[src/rtl/nav_cmd_gen.sv]
// nav_cmd_gen: heading-error source and align/ramp/cruise/ramp-down move sequencer for the PID block.
module nav_cmd_gen #(
  parameter logic [9:0]  FRWRD_INC  = 10'd16,
  parameter logic [9:0]  FRWRD_DEC  = 10'd32,
  parameter logic [9:0]  MAX_FRWRD  = 10'h2A0,
  parameter logic [11:0] ERR_THRESH = 12'd48,
  parameter int          DIST_W     = 4
) (
  input  logic              clk,
  input  logic              rst,
  input  logic              cmd_vld_i,
  input  logic              cmd_move_i,
  input  logic [11:0]       cmd_hdg_i,
  input  logic [DIST_W-1:0] cmd_dist_i,
  input  logic              hdg_vld_i,
  input  logic [11:0]       heading_i,
  input  logic              cntr_pulse_i,
  output logic              moving_o,
  output logic [9:0]        frwrd_o,
  output logic [11:0]       error_o,
  output logic              err_vld_o,
  output logic              busy_o,
  output logic              done_o
);
  typedef enum logic [2:0] {IDLE, ALIGN, RAMP_UP, CRUISE, RAMP_DOWN} state_t;
  state_t              state_q, state_d;
  logic [11:0]         dsrd_q, dsrd_d, error_q;
  logic [DIST_W-1:0]   cnt_q, cnt_d, tgt_q, tgt_d;
  logic [9:0]          frwrd_q, frwrd_d;
  logic                done_q, done_d, err_vld_q;
  logic [11:0]         diff, mag;
  logic [10:0]         sum;
  logic                aligned, abort, start, term;
  logic [DIST_W-1:0]   cnt_inc;
  assign diff    = heading_i - dsrd_q;
  assign mag     = diff[11] ? -diff : diff;
  assign aligned = mag < ERR_THRESH;
  assign abort   = cmd_vld_i & ~cmd_move_i;
  assign start   = cmd_vld_i & cmd_move_i;
  assign term    = cnt_q == tgt_q;
  assign sum     = {1'b0, frwrd_q} + {1'b0, FRWRD_INC};
  assign cnt_inc = cntr_pulse_i && !(&cnt_q) ? cnt_q + DIST_W'(1) : cnt_q;
  always_comb begin
    state_d = state_q;
    dsrd_d  = dsrd_q;
    cnt_d   = cnt_q;
    tgt_d   = tgt_q;
    frwrd_d = frwrd_q;
    done_d  = 1'b0;
    case (state_q)
      IDLE: begin
        frwrd_d = '0;
        if (start) begin
          dsrd_d  = cmd_hdg_i;
          tgt_d   = cmd_dist_i;
          cnt_d   = '0;
          state_d = ALIGN;
        end
      end
      ALIGN: begin
        if (abort) state_d = RAMP_DOWN;
        else if (hdg_vld_i && aligned) state_d = (tgt_q == '0) ? RAMP_DOWN : RAMP_UP;
      end
      RAMP_UP: begin
        if (abort || term) state_d = RAMP_DOWN;
        else begin
          cnt_d = cnt_inc;
          if (hdg_vld_i) begin
            frwrd_d = (sum >= {1'b0, MAX_FRWRD}) ? MAX_FRWRD : sum[9:0];
            state_d = (sum >= {1'b0, MAX_FRWRD}) ? CRUISE : RAMP_UP;
          end
        end
      end
      CRUISE: begin
        frwrd_d = MAX_FRWRD;
        if (abort || term) state_d = RAMP_DOWN;
        else cnt_d = cnt_inc;
      end
      RAMP_DOWN: begin
        // floor at zero rather than letting the subtraction wrap
        if (frwrd_q == '0) begin
          state_d = IDLE;
          done_d  = 1'b1;
        end else if (hdg_vld_i) frwrd_d = (frwrd_q > FRWRD_DEC) ? frwrd_q - FRWRD_DEC : '0;
      end
      default: state_d = IDLE;
    endcase
  end
  always_ff @(posedge clk or posedge rst) begin
    if (rst) begin
      state_q   <= IDLE;
      dsrd_q    <= '0;
      cnt_q     <= '0;
      tgt_q     <= '0;
      frwrd_q   <= '0;
      done_q    <= 1'b0;
      error_q   <= '0;
      err_vld_q <= 1'b0;
    end else begin
      state_q   <= state_d;
      dsrd_q    <= dsrd_d;
      cnt_q     <= cnt_d;
      tgt_q     <= tgt_d;
      frwrd_q   <= frwrd_d;
      done_q    <= done_d;
      err_vld_q <= hdg_vld_i;
      if (hdg_vld_i) error_q <= diff;
    end
  end
  assign moving_o  = state_q != IDLE;
  assign busy_o    = state_q != IDLE;
  assign frwrd_o   = frwrd_q;
  assign error_o   = error_q;
  assign err_vld_o = err_vld_q;
  assign done_o    = done_q;
endmodule

[config.mk]
export PLATFORM = sky130hd
export DESIGN_NAME = nav_cmd_gen
export DESIGN_NICKNAME = d
export VERILOG_FILES = /design/src/rtl/nav_cmd_gen.sv
export SDC_FILE = /design/constraint.sdc
export NUM_CORES = 1
export LEC_CHECK = 0
export ABC_AREA = 0
export BUFFER_PORTS_ARGS = -buffer_cell sky130_fd_sc_hd__buf_2
export CAP_MARGIN = 20
export CORE_MARGIN = 3
export CORE_UTILIZATION = 48
export DETAILED_ROUTE_END_ITERATION = 8
export PLACE_DENSITY_LB_ADDON = 0.2
export SLEW_MARGIN = 10
export SYNTH_ARGS = -nofsm -noshare
export SYNTH_HDL_FRONTEND = slang
export SYNTH_SLANG_ARGS = --single-unit
[constraint.sdc]
create_clock -name clk -period 2.3 [get_ports clk]
set_clock_uncertainty 0.1 [all_clocks]
set_input_delay 0.115 -clock clk [delete_from_list [all_inputs] [get_ports clk]]
set_output_delay 0.115 -clock clk [all_outputs]
set_load 0.02 [all_outputs]
=== Yosys cells after proc, flatten, opt, wreduce, memory -nomap -nowiden ===
Cells that the tools add are included.

* Bits in latches: 0
* Memory bits (writable): 0
* Output and inout bits: 26
* Memories: 0
* Word-level logic and storage cells: 75
* ROM bits: 0
* Flip-flop bits (word level): 47

* Bitwise operators: 3
* Add/subtract/negate cells: 5
* Reduce and logical (&&, ||, !) cells: 16
* Order comparisons: 3
* Multipliers: 0
* Muxes and demuxes: 24
* Divide/modulo/power cells: 0
* Equal/unequal tests: 16
* Shifts and indexed selects: 0

{| class="wikitable"
|+ Operators with widths
! cell !! count
|-
| $mux W10 || 6
|-
| $pmux W10 S4 || 1
|-
| $mux W3 || 8
|-
| $ne A2 B2 Y1 const B || 8
|-
| $pmux W3 S5 || 1
|-
| $lt A12 B6 Y1 const B || 1
|-
| $mux W12 || 1
|-
| $mux W4 || 3
|-
| $neg A12 Y12 || 1
|-
| $sub A12 B12 Y12 || 1
|-
| $add A10 B5 Y11 const B || 1
|-
| $ge A11 B10 Y1 const B || 1
|-
| $gt A10 B6 Y1 const B || 1
|-
| $logic_not A10 Y1 || 1
|-
| $reduce_and A5 Y1 || 2
|-
| $sub A10 B6 Y10 const B || 1
|-
| $pmux W4 S2 || 1
|-
| $reduce_and A4 Y1 || 2
|-
| $eq A3 B2 Y1 const B || 2
|-
| $ne A3 B3 Y1 const B || 2
|-
| $add A4 B1 Y4 const B || 1
|-
| $eq A4 B4 Y1 || 1
|-
| $logic_not A4 Y1 || 1
|-
| $reduce_bool A4 Y1 || 1
|-
| other kinds (14) || 18
|}

=== Logic depth before layout (Yosys ltp) ===
* Word-level depth: 8
* Depth in mapped cells: 11
* Gate-level depth less buffers: 11

=== Worst setup path before layout ===
OpenSTA, ideal clock, no wires.

* Path kind: register to register
* From: register dsrd_q[6]
* To: register state_q[0]
* Setup slack: -249 ps
* Arrival: 2321 ps
* Cell stages (with the launch flop): 10
* Buffers on the path: 1
* Period minus slack after synthesis: 2549 ps
* Cells stage by stage: dfrtp_1 inv_1 ha_1 buf_6 a211oi_1 o21bai_1 or4_1 a2111o_1 o21bai_2 o21ai_0

* Word-level cells in the longest chain between the ends: 7

{| class="wikitable"
|+ Ends and longest elaborated chain
! element !! line !! text
|-
| start, declared || 27 || <nowiki>logic [11:0] dsrd_q, dsrd_d, error_q;</nowiki>
|-
| start signal, assigned || 101 || <nowiki>dsrd_q <= dsrd_d;</nowiki>
|-
| $sub A12 B12 Y12 (*) || 35 || <nowiki>assign diff = heading_i - dsrd_q;</nowiki>
|-
| $neg A12 Y12 || 36 || <nowiki>assign mag = diff[11] ? -diff : diff;</nowiki>
|-
| $mux W12 (*) || 36 ||
|-
| $lt A12 B6 Y1 (*) || 37 || <nowiki>assign aligned = mag < ERR_THRESH;</nowiki>
|-
| $logic_and A1 B1 Y1 (*) || 62 || <nowiki>else if (hdg_vld_i && aligned) state_d = (tgt_q == '0) ? RAMP_DOWN : RAMP_UP;</nowiki>
|-
| $ne A3 B3 Y1 (no source line) (*) || n/a ||
|-
| $reduce_and A5 Y1 (no source line) (*) || n/a ||
|-
| end signal, assigned || 100 || <nowiki>state_q <= state_d;</nowiki>
|-
| end, declared || 26 || <nowiki>state_t state_q, state_d;</nowiki>
|}

Mark *: on every way between the ends. The rest lies on a longest branch, timed or not.
A chain may end at the register's enable or synchronous reset.

=== Worst setup path in the final report ===
* From: register dsrd_q[1]
* To: register state_q[0]

Same word-level chain as after synthesis.

==> results.sh <==
export IMPL_status="finished with violations"
export IMPL_violations="setup timing"
export IMPL_synth_cell_types=63
export IMPL_worstPathRequired_ps=2390
export IMPL_vias=3100
export IMPL_netSwitchingFraction=0.432
export IMPL_port_buffers=55
export IMPL_fillCellCount=458
export IMPL_drive_gt1_frac=0.387
export IMPL_grt_max_degree=44
export IMPL_drv_cap=0
export IMPL_seq_area_frac_synth=0.354
export IMPL_io_pins=60
export IMPL_hold_start="hdg_vld_i"
export IMPL_fin_util=0.713
export IMPL_end_kind="flip-flop"
export IMPL_p_int_mw=3.36
export IMPL_yosys_warnings=0
export IMPL_clkPwrFrac=0.094
export IMPL_ys_ff_latch=43
export IMPL_slew_viol_final=0
export IMPL_worst_setup_path_type="flip-flop to flip-flop"
export IMPL_place_area_sq_um=3780
export IMPL_synth_edff_count=0
export IMPL_p_leak_nw=1.99
export IMPL_routed_via_density=5.71
export IMPL_start_kind="flip-flop"
export IMPL_numCtsBuffers=5
export IMPL_rr_startpoint="dsrd_q[1]$_DFFE_PP0P_"
export IMPL_ant_nets=0
export IMPL_synthTopCellsByArea="dfrtp_1 (35%), ha_1 (7.4%), mux2_2 (5.2%), o21ai_0 (4.5%), nand2_1 (3.6%)"
export IMPL_setup_viol=5
export IMPL_net_switching_power_mw=2.55
export IMPL_synthCells=339
export IMPL_drt_wl_total_microns=8400
export IMPL_power_frac_seq=0.217
export IMPL_grtUsageTotal=0.231
export IMPL_row_count=28
export IMPL_gp_congestion=0.928
export IMPL_die_area_sq_um=7310
export IMPL_ys_flop_type="dfrtp_1"
export IMPL_routedWlPerCell_microns=15.5
export IMPL_grt_pass1_wl_microns=13900
export IMPL_synth_top_area_share=0.354
export IMPL_gr_total_overflow=0
export IMPL_htree_num_levels=2
export IMPL_cts_tree="yes"
export IMPL_antennaDiodeCount=0
export IMPL_multi_input_area_sq_um=1980
export IMPL_clk_pin_slew_worst_paths_ps=90
export IMPL_setup_slack_ps=-305
export IMPL_power_density_nw_per_um2=1380
export IMPL_instances_no_fill=543
export IMPL_grt_pass1_vias=3006
export IMPL_clock_fmax_ghz=0.384
export IMPL_place_ws_ps=-324
export IMPL_dp_hpwl_microns=5560
export IMPL_irDropWorstVdd_mv=0.738
export IMPL_rsz0062_at_grt="true"
export IMPL_drtIter0Drc=186
export IMPL_antenna_found_initial=0
export IMPL_clockBufferDepth=2
export IMPL_yosys_area_top_type="dfrtp_1"
export IMPL_die_x_microns=85.5
export IMPL_cp_arrival_ps=2700
export IMPL_worstSkewPairLatency_ps=300
export IMPL_post_route_period_util=1.13
export IMPL_syn_avg_cell_area_sq_um=8.95
export IMPL_synthToLayoutAreaGrowth_pct=41.5
export IMPL_fp_coreArea_sq_um=6030
export IMPL_worst_pin_slew_ps=557
export IMPL_startpoint="dsrd_q[1]$_DFFE_PP0P_"
export IMPL_placed_cells=512
export IMPL_seqCellArea_sq_um=1080
export IMPL_synthTopCellsByCount="dfrtp_1 (43), nand2_1 (29), o21ai_0 (27)"
export IMPL_finalHoldViolCount=0
export IMPL_cts_root_buf="clkbuf_8"
export IMPL_nNetsFinal=520
export IMPL_drc=0
export IMPL_holdWs_ps=46.5
export IMPL_comb_power_share=0.689
export IMPL_die_y_microns=85.5
export IMPL_ys_async_sr_fraction=1.00
export IMPL_min_delay_path_class="primary input to flip-flop"
export IMPL_syn_area_sq_um=3040
export IMPL_design_area_sq_um=4300
export IMPL_fin_crit_ps=2600
export IMPL_yosysMostFrequentCell="dfrtp_1"
export IMPL_worstPathMaxFanout=4
export IMPL_cts_sinks=43
export IMPL_drt_pass1_iter_count=4
export IMPL_initial_core_util=0.504
export IMPL_relSlewSlack=0.628
export IMPL_fin_setup_tns_ps=-1120
export IMPL_power_total_mw=5.91
sequential cells by signal, summed over array words and instances, names as in the netlist:
| signal | flops |
|---|---|
| cnt_q | 4 |
| done_o | 1 |
| dsrd_q | 12 |
| err_vld_o | 1 |
| error_o | 12 |
| frwrd_o | 6 |
| state_q | 3 |
| tgt_q | 4 |
cells by family (layout without fill, tap and decap cells):
group           count (synthesis)  in the layout  share of synthesized area
xor+xnor                       18             18                     0.0519
fa+ha+maj                      19             19                     0.0808
buf+inv                        42            168                     0.0606
simple gates                  103            103                      0.173
compound gates                 97             97                      0.219
flops                          43             43                      0.354
mux                            16             16                     0.0585
other cells                     1              4                    0.00124
placed cells by master, fill, tap and decap left out, types with 4 or more instances in the layout:
cell type,netlist,final
a21oi_1,15,12
a22o_1,4,4
buf_2,0,55
buf_4,5,59
buf_6,1,6
clkbuf_8,0,7
conb_1,1,4
dfrtp_1,43,43
dlygate4sd3_1,0,17
ha_1,18,13
ha_4,0,4
inv_1,23,20
mux2_2,14,14
nand2_1,29,28
nand2b_1,4,4
nand3_1,13,13
nor2_1,17,16
nor2b_1,6,5
nor3_1,9,7
nor4_1,6,4
o211ai_1,5,5
o21a_1,4,4
o21ai_0,27,24
o22ai_1,4,4
xnor2_1,11,10
xor2_1,7,7
final cells by class:
class / count / share of cell area
multi-input cells: 257 / 0.461
repair buffers: 137 / 0.222
clock buffers: 7 / 0.0224
inverters: 23 / 0.0201
flip-flops and latches: 43 / 0.250
well taps: 75 / 0.0218
clock inverters: 1 / 0.00175
worst max-delay path, cell delays in order (launching register included):
cell and delay, ps:
dfrtp_1 350, inv_2 50, ha_4 140, or2_4 250, o21a_4 230, o21ba_4 200, or4_1 430, a2111o_1 480
o21bai_2 180, o21ai_1 80
power by group through the flow:
stage	Combinational (mW)	Clock, mW	Sequential, mW
2_1_floorplan	2.06	0	1.41
3_3_place_gp	3.40	0	1.29
3_5_place_dp	3.49	0	1.30
4_1_cts	3.72	0.561	1.28
5_1_grt	4.45	0.602	1.32
6_report	4.07	0.556	1.28
worst paths after layout:
path / slack [ps] / to / cells past startpoint
max: -300 / state_q[0]$_DFFE_PP0P_ / 9
min: 50 / err_vld_o$_DFF_PP0_ / 1
max reg2reg: -300 / state_q[0]$_DFFE_PP0P_ / 9
min reg2reg: 410 / error_o[3]$_DFFE_PP0P_ / 1
max in group asynchronous: 1320 / cnt_q[1]$_DFFE_PP0P_ / 4
min in group asynchronous: 390 / dsrd_q[1]$_DFFE_PP0P_ / 4
metal layers:
layer / global-route usage / up-vias / part of all wire
li1: - / 1486 / -
met1: 0.320 / 1486 / 0.45
met2: 0.362 / 111 / 0.47
met3: 0.0375 / 17 / 0.056
met4: 0.0906 / 0 / 0.019
met5: 0 / - / 0
repair_timing:
item	4_1_cts	5_1_grt
resized for setup	21	21
hold buffers	17	0
setup endpoints to repair	6	15
pin swaps	17	10
buffers inserted	2	5
endpoints found under the hold margin	59	0
Power figures use the tool's default switching activity.
